## src/rtl/pipe_multiplier.sv

```systemverilog
// Pipelined RV-style M-extension multiplier (mul/mulh/mulhsu/mulhu).
// Operand B is split into two partial products up front; their final add sits in the last stage.
module pipe_multiplier #(
  parameter int XLEN   = 32,
  parameter int STAGES = 3,
  parameter int TAG_W  = 5
) (
  input  logic             clk,
  input  logic             rst,
  input  logic             req_valid,
  output logic             req_ready,
  input  logic [XLEN-1:0]  rs1_data,
  input  logic [XLEN-1:0]  rs2_data,
  input  logic [2:0]       funct3,
  input  logic [TAG_W-1:0] req_tag,
  input  logic             flush,
  output logic             resp_valid,
  input  logic             resp_ready,
  output logic [XLEN-1:0]  mul_out,
  output logic [TAG_W-1:0] resp_tag,
  output logic             busy
);

  localparam int PW = 2*XLEN + 2;
  localparam int H  = XLEN / 2;

  logic              stall, accept;
  logic [STAGES:1]   vld_pipe;

  assign stall      = resp_valid & ~resp_ready;
  assign req_ready  = ~stall;
  assign accept     = req_valid & req_ready & ~flush;
  assign resp_valid = vld_pipe[STAGES];
  assign busy       = |vld_pipe;

  // Operand extension: rs1 unsigned only for mulhu, rs2 unsigned for mulhsu/mulhu.
  logic            a_sgn, b_sgn;
  logic [PW-1:0]   a_x, b_lo_x, b_hi_x, pp_lo_in, pp_hi_in;

  assign a_sgn    = (funct3[1:0] != 2'b11);
  assign b_sgn    = ~funct3[1];
  assign a_x      = {{(PW-XLEN){a_sgn & rs1_data[XLEN-1]}}, rs1_data};
  assign b_lo_x   = {{(PW-H){1'b0}}, rs2_data[H-1:0]};
  assign b_hi_x   = {{(PW-XLEN+H){b_sgn & rs2_data[XLEN-1]}}, rs2_data[XLEN-1:H]};
  // Modulo-2^PW products stay exact because the true product fits in PW bits.
  assign pp_lo_in = a_x * b_lo_x;
  assign pp_hi_in = a_x * b_hi_x;

  always_ff @(posedge clk or negedge rst) begin
    if (!rst) begin
      vld_pipe <= '0;
    end else if (flush) begin
      vld_pipe <= '0;
    end else if (!stall) begin
      vld_pipe[1] <= accept;
      for (int k = 2; k <= STAGES; k++) vld_pipe[k] <= vld_pipe[k-1];
    end
  end

  logic [PW-1:0]    fin_lo, fin_hi;
  logic [1:0]       fin_op;
  logic [TAG_W-1:0] fin_tag;

  generate
    if (STAGES == 1) begin : g_direct
      assign fin_lo  = pp_lo_in;
      assign fin_hi  = pp_hi_in;
      assign fin_op  = funct3[1:0];
      assign fin_tag = req_tag;
    end else begin : g_pipe
      logic [STAGES-1:1][PW-1:0]    lo_q, hi_q;
      logic [STAGES-1:1][1:0]       op_q;
      logic [STAGES-1:1][TAG_W-1:0] tag_q;

      // Bubbles carry don't-care data; only the valid bits need reset.
      always_ff @(posedge clk) begin
        if (!stall) begin
          lo_q[1]  <= pp_lo_in;
          hi_q[1]  <= pp_hi_in;
          op_q[1]  <= funct3[1:0];
          tag_q[1] <= req_tag;
          for (int k = 2; k < STAGES; k++) begin
            lo_q[k]  <= lo_q[k-1];
            hi_q[k]  <= hi_q[k-1];
            op_q[k]  <= op_q[k-1];
            tag_q[k] <= tag_q[k-1];
          end
        end
      end

      assign fin_lo  = lo_q[STAGES-1];
      assign fin_hi  = hi_q[STAGES-1];
      assign fin_op  = op_q[STAGES-1];
      assign fin_tag = tag_q[STAGES-1];
    end
  endgenerate

  logic [PW-1:0] product;
  logic [2:0]    unused_bits;

  assign product     = fin_lo + (fin_hi << H);
  assign unused_bits = {product[PW-1:2*XLEN], funct3[2]};

  always_ff @(posedge clk or negedge rst) begin
    if (!rst) begin
      mul_out  <= '0;
      resp_tag <= '0;
    end else if (!stall) begin
      mul_out  <= (fin_op == 2'b00) ? product[XLEN-1:0] : product[2*XLEN-1:XLEN];
      resp_tag <= fin_tag;
    end
  end

endmodule

```

## config.mk

```make
export PLATFORM = sky130hd
export DESIGN_NAME = pipe_multiplier
export DESIGN_NICKNAME = d
export VERILOG_FILES = /design/src/rtl/pipe_multiplier.sv
export SDC_FILE = /design/constraint.sdc
export NUM_CORES = 2
export LEC_CHECK = 0
export CAP_MARGIN = 10
export CORE_MARGIN = 2
export CORE_UTILIZATION = 25
export CTS_BUF_LIST = sky130_fd_sc_hd__clkbuf_16
export DETAILED_ROUTE_END_ITERATION = 8
export GPL_ROUTABILITY_DRIVEN = 0
export PLACE_DENSITY_LB_ADDON = 0.3
export SLEW_MARGIN = 20
export SYNTH_ARGS = -nofsm -noshare
export SYNTH_HDL_FRONTEND = slang
export SYNTH_SLANG_ARGS = --single-unit
```

## constraint.sdc

```tcl
create_clock -name clk -period 31.2 [get_ports clk]
set_input_delay 9.36 -clock clk [delete_from_list [all_inputs] [get_ports clk]]
set_output_delay 9.36 -clock clk [all_outputs]
set_load 0.05 [all_outputs]
```

=== Word level (Yosys, flattened, before mapping) ===
Cells that the tools add are included.

* Register bits: 250
* Bits of input ports: 77
* Output and inout port bits: 40
* Logic and storage cells: 30

* Add/subtract/negate cells: 1
* Multipliers: 2
* Eq/ne operators: 2
* Multiplexer cells: 3
* Bitwise logic cells: 9
* Reductions and logical operators: 2

{| class="wikitable"
|+ Operators by type and width
! operator !! number
|-
| $add 64x64->64 || 1
|-
| $mul 33x17->50 || 1
|-
| $mul 33x17->48 || 1
|-
| $mux 32 || 1
|-
| $mux 3 || 2
|-
| $and 1x1->1 || 5
|-
| $ne 2x2->1 const B || 2
|-
| $not 1->1 || 4
|-
| $reduce_or 3->1 || 1
|-
| $logic_not 2->1 || 1
|}

=== Longest topological paths before layout ===
* Word-level depth: 7
* Depth in mapped cells: 28
* Depth with buffers taken out: 26

=== Worst setup path after synthesis ===
No wires, ideal clock.

* Path kind: input port to output port
* Start: input port resp_ready
* End: output port req_ready
* Data arrival time: 16.069 ns
* Required time: 21.840 ns
* Slack: 5.771 ns
* Cell stages on the path: 4
* Buffers on the path: 2
* Cells stage by stage: nor2b_1 -> inv_1 -> clkbuf_1 -> clkbuf_1

* Word-level cells in the longest chain between the ends: 3

{| class="wikitable"
|+ Ends and longest elaborated chain
! what !! RTL line !! RTL
|-
| from (decl) || 18 || <nowiki>input logic resp_ready,</nowiki>
|-
| $not 1->1 || 30 || <nowiki>assign stall = resp_valid & ~resp_ready;</nowiki>
|-
| $and 1x1->1 || 30 ||
|-
| $not 1->1 || 31 || <nowiki>assign req_ready = ~stall;</nowiki>
|-
| to (decl) || 11 || <nowiki>output logic req_ready,</nowiki>
|}

Every way passes these cells.

=== Worst setup path after layout ===
Same ends and word-level chain as after synthesis.

==> reports/metrics.yaml <==
max_slew_margin_pct: 31.84
hp-start: "g_pipe.lo_q[27]"
drt-total-wl_mm: 134.6
cts_buffers: 27
cts.repair.resized: 0
cts.sinks: 250
start_util_pct: 25.15
row_count: 161
ys.flop_type: "edfxtp_1"
dieArea_um2: 197100
clk_path_buf_depth: 3
ys_types: 78
synth_area_leaders: "fa_1, edfxtp_1, inv_1"
fillers: 20480
r2r_start: "fin_lo[16]"
vias: 34040
ys_warn_count: 0
path_clk_slew_ns: 0.06
timing.final.crit_share_pct: 67.48
final.min_clock_period_ns: 21.05
drive_gt1_share_pct: 3.011
status: "finished, final reports clean"
crit_fanout: 118
final_nets: 6544
critPathRequiredTime_ns: 21.84
syn_inst: 5186
whs_path_depth: 0
fin_ws_ns: 10.15
synth_area_um2: 48380
synth_top_cell_by_area: "fa_1"
avgViaCountPerCell: 4.416
slew_violations: 0
grt_pass1_vias: 37010
ant_nets: 0
dp_slack_ns: 10.14
grt_usage_pct: 14.00
die_h_um: 443.9
critPathSlowestCell: "clkdlybuf4s50_1"
crit_chain: "clkdlybuf4s50_1 > nor2b_2 > buf_4 > inv_8 > clkdlybuf4s50_1"
ys_seq_area_share_pct: 15.10
syn_area_per_cell_um2: 9.329
critPathKind: "input port to output pin"
synth_edf_count: 210
fmax_mhz: 47.50
initialDrtViolationCount: 1777
grt.overflow.total: 0
holdBufCountCts: 0
endpoint_kind: "output pin"
crit_arrival_ns: 11.69
met1_usage_pct: 20.09
hold_end: "fin_lo[27]"
drt_first_pass_iters: 6
clk_latency_ns: 0.58
clock_skew_ns: 0.03782
reg2reg_slack_ns: 27.87
use_met3_pct: 1.383
fin_util_pct: 27.64
grtUsageMet2_pct: 23.19
yosysMostFrequentCell: "inv_1"
drv_cap: 0
synth_top_cell_area_share_pct: 42.45
crit_top_cell: "clkdlybuf4s50_1"
dp.cells: 7658
synthToLayoutAreaGrowth_pct: 9.903
r2r-end: "mul_out[30]"
hold_class: "flop to flop"
cts_setup_buffers: 0
finalHoldViolations: 0
core_um2: 192400
setup_viol: 0
antennaDiodeCount: 0
async_flop_share_pct: 16.00
final_cells: 7707
antenna_found_initial: 7
htree_levels: 1
grt_most_used_layer: "met2"
fin_setup_tns_ns: 0
rsz0062_at_grt: "false"
die_width_um: 443.9
r2r_cells: 13
root_buffer: "clkbuf_16"
cts_tree: "done"
max_stage_delay_ns: 0.94
grt_pass1_wl_mm: 216.8
hpwl_mm: 104.8
portBuffers: 115
wl_per_cell_um: 17.47
io_pins: 117
critPathLaunchType: "input port"
synthTopCellsByCount: "inv_1, fa_1, nand2_1"
grt_max_degree: 119
tightest_slew_ns: 1.016
drc_errors: 0
synth.net_count: 6569
ys_ff_latch: 250
## critical path: cells and delay by family
family	cells	cell delay, ns
and+or+nand+nor	1	0.04
buffers and inverters	4	2.22
## final cells by class
cell class,instances,area (µm²),share of cell area [%]
multi-input combinational,3432,35370,66.52
sequential,250,7307,13.74
inverter,1262,4745,8.923
tap,2526,3161,5.944
timing repair buffer,188,1669,3.139
clock buffer,27,675.6,1.271
clock inverter,22,242.7,0.4565
## through the flow
step	hold WS [ns]	cell area (µm²)
finish	0.3890	53170
global route	0.4005	53170
CTS	0.3842	53170
detailed placement	0.4045	52250
global placement	0.4024	52250
floorplan	0.4003	48380
## cell families after synthesis
logic type | count (synthesis) | share of synthesized area, %
DFF | 250 | 15.10
adders and majority gates | 1306 | 49.70
xor gates and xnor gates | 146 | 2.643
AOI/OAI and AO/OA | 486 | 6.334
muxes | 7 | 0.1603
buffers and inverters | 1504 | 11.80
and+or+nand+nor | 1487 | 14.27
## worst max-delay path by stage
stage | endpoint | start | slack, ns
after floorplan | req_ready | resp_ready | 5.77
after global placement | req_ready | resp_ready | 10.14
after detailed placement | req_ready | resp_ready | 10.14
after CTS | req_ready | resp_ready | 10.12
after global routing | req_ready | resp_ready | 10.03
final | req_ready | resp_ready | 10.15
## layer usage
layer | part of all wire, % | wire length, µm | vias to the layer above
li1 | - | - | 15370
met1 | 47 | 63890 | 17800
met2 | 46 | 62530 | 737
met3 | 4.5 | 6071 | 133
met4 | 1.6 | 2138 | 2
met5 | 0.0097 | 13 | -
## placed cells by master (no fill, tap or decap), drive strengths merged, types with 79 or more instances in the layout
master	instances
clkdlybuf4s50	109
nand2	820
inv	1266
buf	79
and2	386
edfxtp	210
xnor2	104
nor2	124
a21oi	168
o21ai	96
fa	1026
ha	280
## state kept, by name, indices dropped and copies added, names as in the netlist
name          count
fin_hi           48
g_pipe.lo_q      50
resp_tag          5
g_pipe.op_q       2
fin_tag           5
mul_out          32
fin_lo           50
g_pipe.hi_q      48
fin_op            2
g_pipe.tag_q      5
vld_pipe          3
Power is not shown: default switching activity piles up to over one toggle a cycle in this logic, so the estimate is an artifact.
